--- src/rtl/irotary_encoder_if.sv ---
// Encoder pin / count-pulse bundle between the raw quadrature phases and the decoder.
// master drives the phases and observes the pulses; slave is the decoder side.
interface irotary_encoder_if;
  logic i_phase_a;
  logic i_phase_b;
  logic o_cnt;
  logic o_cnt_cw;
  logic o_cnt_err;

  modport master (
    output i_phase_a, i_phase_b,
    input  o_cnt, o_cnt_cw, o_cnt_err
  );

  modport slave (
    input  i_phase_a, i_phase_b,
    output o_cnt, o_cnt_cw, o_cnt_err
  );
endinterface

--- src/rtl/irotary_encoder.sv ---
// Quadrature decoder: one count pulse per full detent, error pulse on 2-bit jumps.
// Define IROTARY_SYNC_EN to insert a 2-flop synchroniser on each phase input.
module irotary_encoder (
  input  logic                   i_clk,
  input  logic                   i_rst_n,
  irotary_encoder_if.slave       enc
);

  typedef enum logic [2:0] {
    ST_IDLE,
    ST_CW1,
    ST_CW2,
    ST_CW3,
    ST_CCW1,
    ST_CCW2,
    ST_CCW3,
    ST_SYNC
  } state_e;

  state_e     state_q, state_d;
  logic       cnt_q, cnt_d;
  logic       cw_q, cw_d;
  logic       err_q, err_d;
  logic [1:0] phase;
  logic [1:0] code;

`ifdef IROTARY_SYNC_EN
  logic [1:0] sync1_q, sync2_q;

  always_ff @(posedge i_clk or negedge i_rst_n) begin
    if (!i_rst_n) begin
      sync1_q <= '0;
      sync2_q <= '0;
    end else begin
      sync1_q <= {enc.i_phase_b, enc.i_phase_a};
      sync2_q <= sync1_q;
    end
  end

  assign phase = sync2_q;
`else
  assign phase = {enc.i_phase_b, enc.i_phase_a};
`endif

  // Phase code each tracking state expects to see while resting in it.
  always_comb begin
    code = 2'b00;
    case (state_q)
      ST_CW1, ST_CCW3: code = 2'b01;
      ST_CW2, ST_CCW2: code = 2'b11;
      ST_CW3, ST_CCW1: code = 2'b10;
      default:         code = 2'b00;
    endcase
  end

  always_comb begin
    state_d = state_q;
    cnt_d   = 1'b0;
    cw_d    = cw_q;
    err_d   = 1'b0;
    if (state_q == ST_SYNC) begin
      if (phase == 2'b00)
        state_d = ST_IDLE;
    end else if (phase != code) begin
      if ((phase ^ code) == 2'b11) begin
        err_d   = 1'b1;
        state_d = (phase == 2'b00) ? ST_IDLE : ST_SYNC;
      end else begin
        // Single-bit change: the new code identifies forward vs. backward step.
        case (state_q)
          ST_IDLE: state_d = (phase == 2'b01) ? ST_CW1  : ST_CCW1;
          ST_CW1:  state_d = (phase == 2'b11) ? ST_CW2  : ST_IDLE;
          ST_CW2:  state_d = (phase == 2'b10) ? ST_CW3  : ST_CW1;
          ST_CW3: begin
            if (phase == 2'b00) begin
              state_d = ST_IDLE;
              cnt_d   = 1'b1;
              cw_d    = 1'b1;
            end else begin
              state_d = ST_CW2;
            end
          end
          ST_CCW1: state_d = (phase == 2'b11) ? ST_CCW2 : ST_IDLE;
          ST_CCW2: state_d = (phase == 2'b01) ? ST_CCW3 : ST_CCW1;
          ST_CCW3: begin
            if (phase == 2'b00) begin
              state_d = ST_IDLE;
              cnt_d   = 1'b1;
              cw_d    = 1'b0;
            end else begin
              state_d = ST_CCW2;
            end
          end
          default: state_d = ST_SYNC;
        endcase
      end
    end
  end

  always_ff @(posedge i_clk or negedge i_rst_n) begin
    if (!i_rst_n) begin
      state_q <= ST_SYNC;
      cnt_q   <= 1'b0;
      cw_q    <= 1'b0;
      err_q   <= 1'b0;
    end else begin
      state_q <= state_d;
      cnt_q   <= cnt_d;
      cw_q    <= cw_d;
      err_q   <= err_d;
    end
  end

  assign enc.o_cnt     = cnt_q;
  assign enc.o_cnt_cw  = cw_q;
  assign enc.o_cnt_err = err_q;

endmodule

--- src/flat_wrapper.sv ---
// flat-port wrapper written by rule: the top's interface ports become plain ports
module irotary_encoder_flat 
  (i_clk, i_rst_n, enc_i_phase_a, enc_i_phase_b, enc_o_cnt, enc_o_cnt_cw, enc_o_cnt_err);
  irotary_encoder_if enc_i ();
  input  logic i_clk;
  input  logic i_rst_n;
  input wire logic [$bits(enc_i.i_phase_a)-1:0] enc_i_phase_a;
  input wire logic [$bits(enc_i.i_phase_b)-1:0] enc_i_phase_b;
  output wire logic [$bits(enc_i.o_cnt)-1:0] enc_o_cnt;
  output wire logic [$bits(enc_i.o_cnt_cw)-1:0] enc_o_cnt_cw;
  output wire logic [$bits(enc_i.o_cnt_err)-1:0] enc_o_cnt_err;
  assign enc_i.i_phase_a = enc_i_phase_a;
  assign enc_i.i_phase_b = enc_i_phase_b;
  assign enc_o_cnt = enc_i.o_cnt;
  assign enc_o_cnt_cw = enc_i.o_cnt_cw;
  assign enc_o_cnt_err = enc_i.o_cnt_err;
  irotary_encoder u_core (.i_clk(i_clk), .i_rst_n(i_rst_n), .enc(enc_i));
endmodule
--- config.mk ---
export PLATFORM = sky130hd
export DESIGN_NAME = irotary_encoder_flat
export DESIGN_NICKNAME = d
export VERILOG_FILES = /design/src/rtl/irotary_encoder_if.sv /design/src/rtl/irotary_encoder.sv /design/src/flat_wrapper.sv
export SDC_FILE = /design/constraint.sdc
export NUM_CORES = 1
export LEC_CHECK = 0
export ABC_AREA = 1
export CAP_MARGIN = 25
export CORE_MARGIN = 3
export CORE_UTILIZATION = 35
export CTS_CLUSTER_DIAMETER = 200
export DETAILED_ROUTE_END_ITERATION = 7
export PLACE_DENSITY = 0.5
export SYNTH_ARGS = -nofsm -noshare
export SYNTH_HDL_FRONTEND = slang
export SYNTH_SLANG_ARGS = --single-unit
--- constraint.sdc ---
create_clock -name i_clk -period 1.9 [get_ports i_clk]
set_input_delay 0.285 -clock i_clk [delete_from_list [all_inputs] [get_ports i_clk]]
set_output_delay 0.285 -clock i_clk [all_outputs]
set_load 0.02 [all_outputs]
==> flow_summary_export.csv <==
group,metric,value,unit
outcome,status,"finished clean",
drt,routed_wl,1320,um
clocking,cts_max_level,1,
sta,final_hold_viol_count,0,
die,die_height,49.8,um
clocking,cts_hold_repair.buffers,0,
die,die_area,2480,sq um
synthesis,ys_seq_area_share,22.9,%
sta,finalCritPeriodShare,90.7,%
hold_path,hp-class,"input port to async pin",
pwr,powerDensity,2170,nW/um^2
critical_path,endpoint_kind,"flop",
die,start_util,38.0,%
critical_path,crit_type,"flop to flop",
clocking,cts.path.max_buffers,2,
pwr,seq_power_share,17.0,%
place,dp.cells,120,
global_route,grt_pass1_wl,2440,um
layout,mostFrequentLayoutCells,"nand2_1 (17), inv_1 (12), nand3_1 (9)",
pwr,internal_power,824,uW
critical_path,start_kind,"flop",
sta,maxSlewViolCount,0,
layout,diodes,0,
pwr,leakagePower,0.000388,uW
critical_path,slowest_stage,"dfstp_2",
pwr,power.switching,888,uW
pwr,p_comb_share,75.3,%
synthesis,ys_top_cells_by_area,"dfstp_2 (12%), dfrtp_1 (11%), nand2_1 (9.5%), ha_1 (7.5%), nand3_1 (6.7%)",
sta,tns,0,ns
synthesis,syn_area,671,sq um
layout,num-fill-cells,205,
global_route,grt_overflow,0,
synthesis,synthesis.nets,97,
critical_path,worstPathRequired,2.08,ns
synthesis,yosysWarningCount,0,
critical_path,arrival,1.90,ns
sta,relSlewSlack,77.3,%
place,dp_hpwl,1120,um
sta,skew,0.00848,ns
drt,wl_met1,589,um
global_route,first_global_vias,583,
synthesis,synth_area_leader_cell,"dfstp_2",
drt,ant_nets,0,
clocking,cts-root-buf,"clkbuf_4",
sta,tightest_slew,0.340,ns
critical_path,cpPeakStageDelay,0.55,ns
sta,max_freq,581,MHz
drt,wl_met3,73,um
clocking,cts_buffers,3,
drt,dr_wl_met2,659,um
synthesis,synthCells,89,
drt,wl_per_cell,10.7,um
layout,synthToLayoutAreaGrowth,17.5,%
synthesis,ys_ff_latch,6,
clocking,cts.sinks,6,
global_route,antenna_found_initial,0,
global_route,grt_usage,12.8,%
sta,rsz0062_at_grt,"no",
place,gp_congestion,0.787,
sta,setup_viol,0,
clocking,clock_latency,0.25,ns
drt,drtIter0Drc,13,
place,portBuffers,6,
clocking,path_clk_slew,0.05,ns
layout,drive_above_1_share,30.3,%
synthesis,yosys.area.top_type_share,11.8,%
pwr,netSwitchingFraction,51.9,%
die,die_w,49.8,um
critical_path,rrSetupSlack,0.18,ns
layout,final_common_cell,"nand2_1",
drt,via_count,593,
die,ios,7,
pwr,vdd_drop_max,0.958,mV
run,maxCapViolations,0,
drt,top_layer,"met3",
global_route,grt_max_degree,10,
sta,period_minus_slack,1.72,ns
layout,nets,108,
clocking,cts_tree,"built",
die,rows,15,
critical_path,cp_max_fo,4,
critical_path,worstPathCellList,"inv_1, ha_1, inv_1, nand2_1, nand2_4, nand2_4, nand2_2, nand3_2, nand2_4, nand2_2, nand3b_2, nand2_2",
pwr,p_clk_share,7.7,%
drt,drc,0,
drt,vias_per_cell,4.78,
drt,drt_first_pass_iters,4,
synthesis,postSynthAreaPerCell,7.54,sq um
layout,fin_cells,124,
die,fp.coreArea,1760,sq um
synthesis,ys_types,23,
==> cells in the mapped netlist <==
library cell and number:
nor2_8 1, a21oi_1 2, nand3_1 9, nand3b_2 1, nand2_1 17, xnor2_2 1
inv_4 1, nand2_4 3, o21ai_2 1, nand2_2 6, nor2_4 1, buf_6 2
nand4_1 4, dfstp_2 3, nor2_2 3, nand3_2 2, nand3_4 1, o21ai_0 4
nor2_1 7, ha_1 4, inv_1 12, dfrtp_1 3, o21a_1 1
==> kinds of logic (layout without fill, tap and decap cells) <==
logic type / count (synthesis) / in the layout / share of synthesized area (%)
adders and majority gates: 4 / 4 / 7.46
buffers and inverters: 15 / 25 / 11.0
AOI/OAI and AO/OA: 8 / 8 / 6.90
xor gates and xnor gates: 1 / 1 / 2.43
DFF: 6 / 6 / 22.9
and+or+nand+nor: 55 / 55 / 49.3
==> area by class of cell <==
type,count,area [sq um],area share [%]
Multi-Input combinational cell,68,450,57.1
Sequential cell,6,154,19.5
Tap cell,25,31.3,3.97
Inverter,13,51.3,6.51
Clock buffer,4,26.3,3.33
Timing Repair Buffer,8,75.1,9.52
==> critical path, delay by kind of cell, from the launching register on <==
| kind | cells | cell delay [ns] |
|---|---|---|
| and+or+nand+nor | 9 | 0.75 |
| DFF | 1 | 0.55 |
| adders and majority gates | 1 | 0.21 |
| buffers and inverters | 2 | 0.15 |
==> routing by layer <==
layer / up-vias / track usage [%]
met5: - / 0
met4: 0 / 2.76
met3: 0 / 4.53
met2: 12 / 21.6
met1: 274 / 15.4
li1: 307 / -
==> flip-flops by register name, summed over array words and instances, names as in the netlist <==
| signal | cells |
|---|---|
| u_core.enc.o_cnt | 1 |
| u_core.enc.o_cnt_cw | 1 |
| u_core.state_q | 3 |
| u_core.enc.o_cnt_err | 1 |
==> power by group through the flow <==
| stage | clock network [uW] | logic (uW) | registers [uW] |
|---|---|---|---|
| after detailed placement | 0 | 1280 | 294 |
| final | 132 | 1290 | 291 |
| after CTS | 138 | 1280 | 293 |
| after global placement | 0 | 1280 | 293 |
| after global routing | 144 | 1460 | 307 |
| after floorplan | 0 | 1050 | 283 |
==> what timing repair did <==
item / 4_1_cts / 5_1_grt
gates resized for setup: 0 / 2
buffers inserted: 0 / 0
setup endpoints to repair: 0 / 2
==> through the flow <==
step | hold WS (ns) | power (uW) | worst slack, ns | util (%) | instance area (sq um)
finish | 0.275 | 1710 | 0.177 | 44.7 | 788
global route | 0.285 | 1910 | 0.0399 | 44.7 | 788
CTS | 0.282 | 1720 | 0.115 | 44.3 | 781
detailed placement | 0.470 | 1570 | 0.120 | 42.8 | 754
global placement | 0.465 | 1570 | 0.123 | 42.8 | 754
floorplan | -0.0106 | 1330 | 0.288 | - | 671
==> worst paths after layout <==
path                                      from                   to  cells past startpoint
max                          u_core.state_q[0]    u_core.state_q[0]                     12
min                                    i_rst_n  u_core.enc.o_cnt_cw                      1
max reg2reg                  u_core.state_q[0]    u_core.state_q[0]                     12
min reg2reg                u_core.enc.o_cnt_cw  u_core.enc.o_cnt_cw                      2
max in group asynchronous              i_rst_n    u_core.state_q[1]                      1
min in group i_clk         u_core.enc.o_cnt_cw  u_core.enc.o_cnt_cw                      2
(Power assumes the default switching activity.)
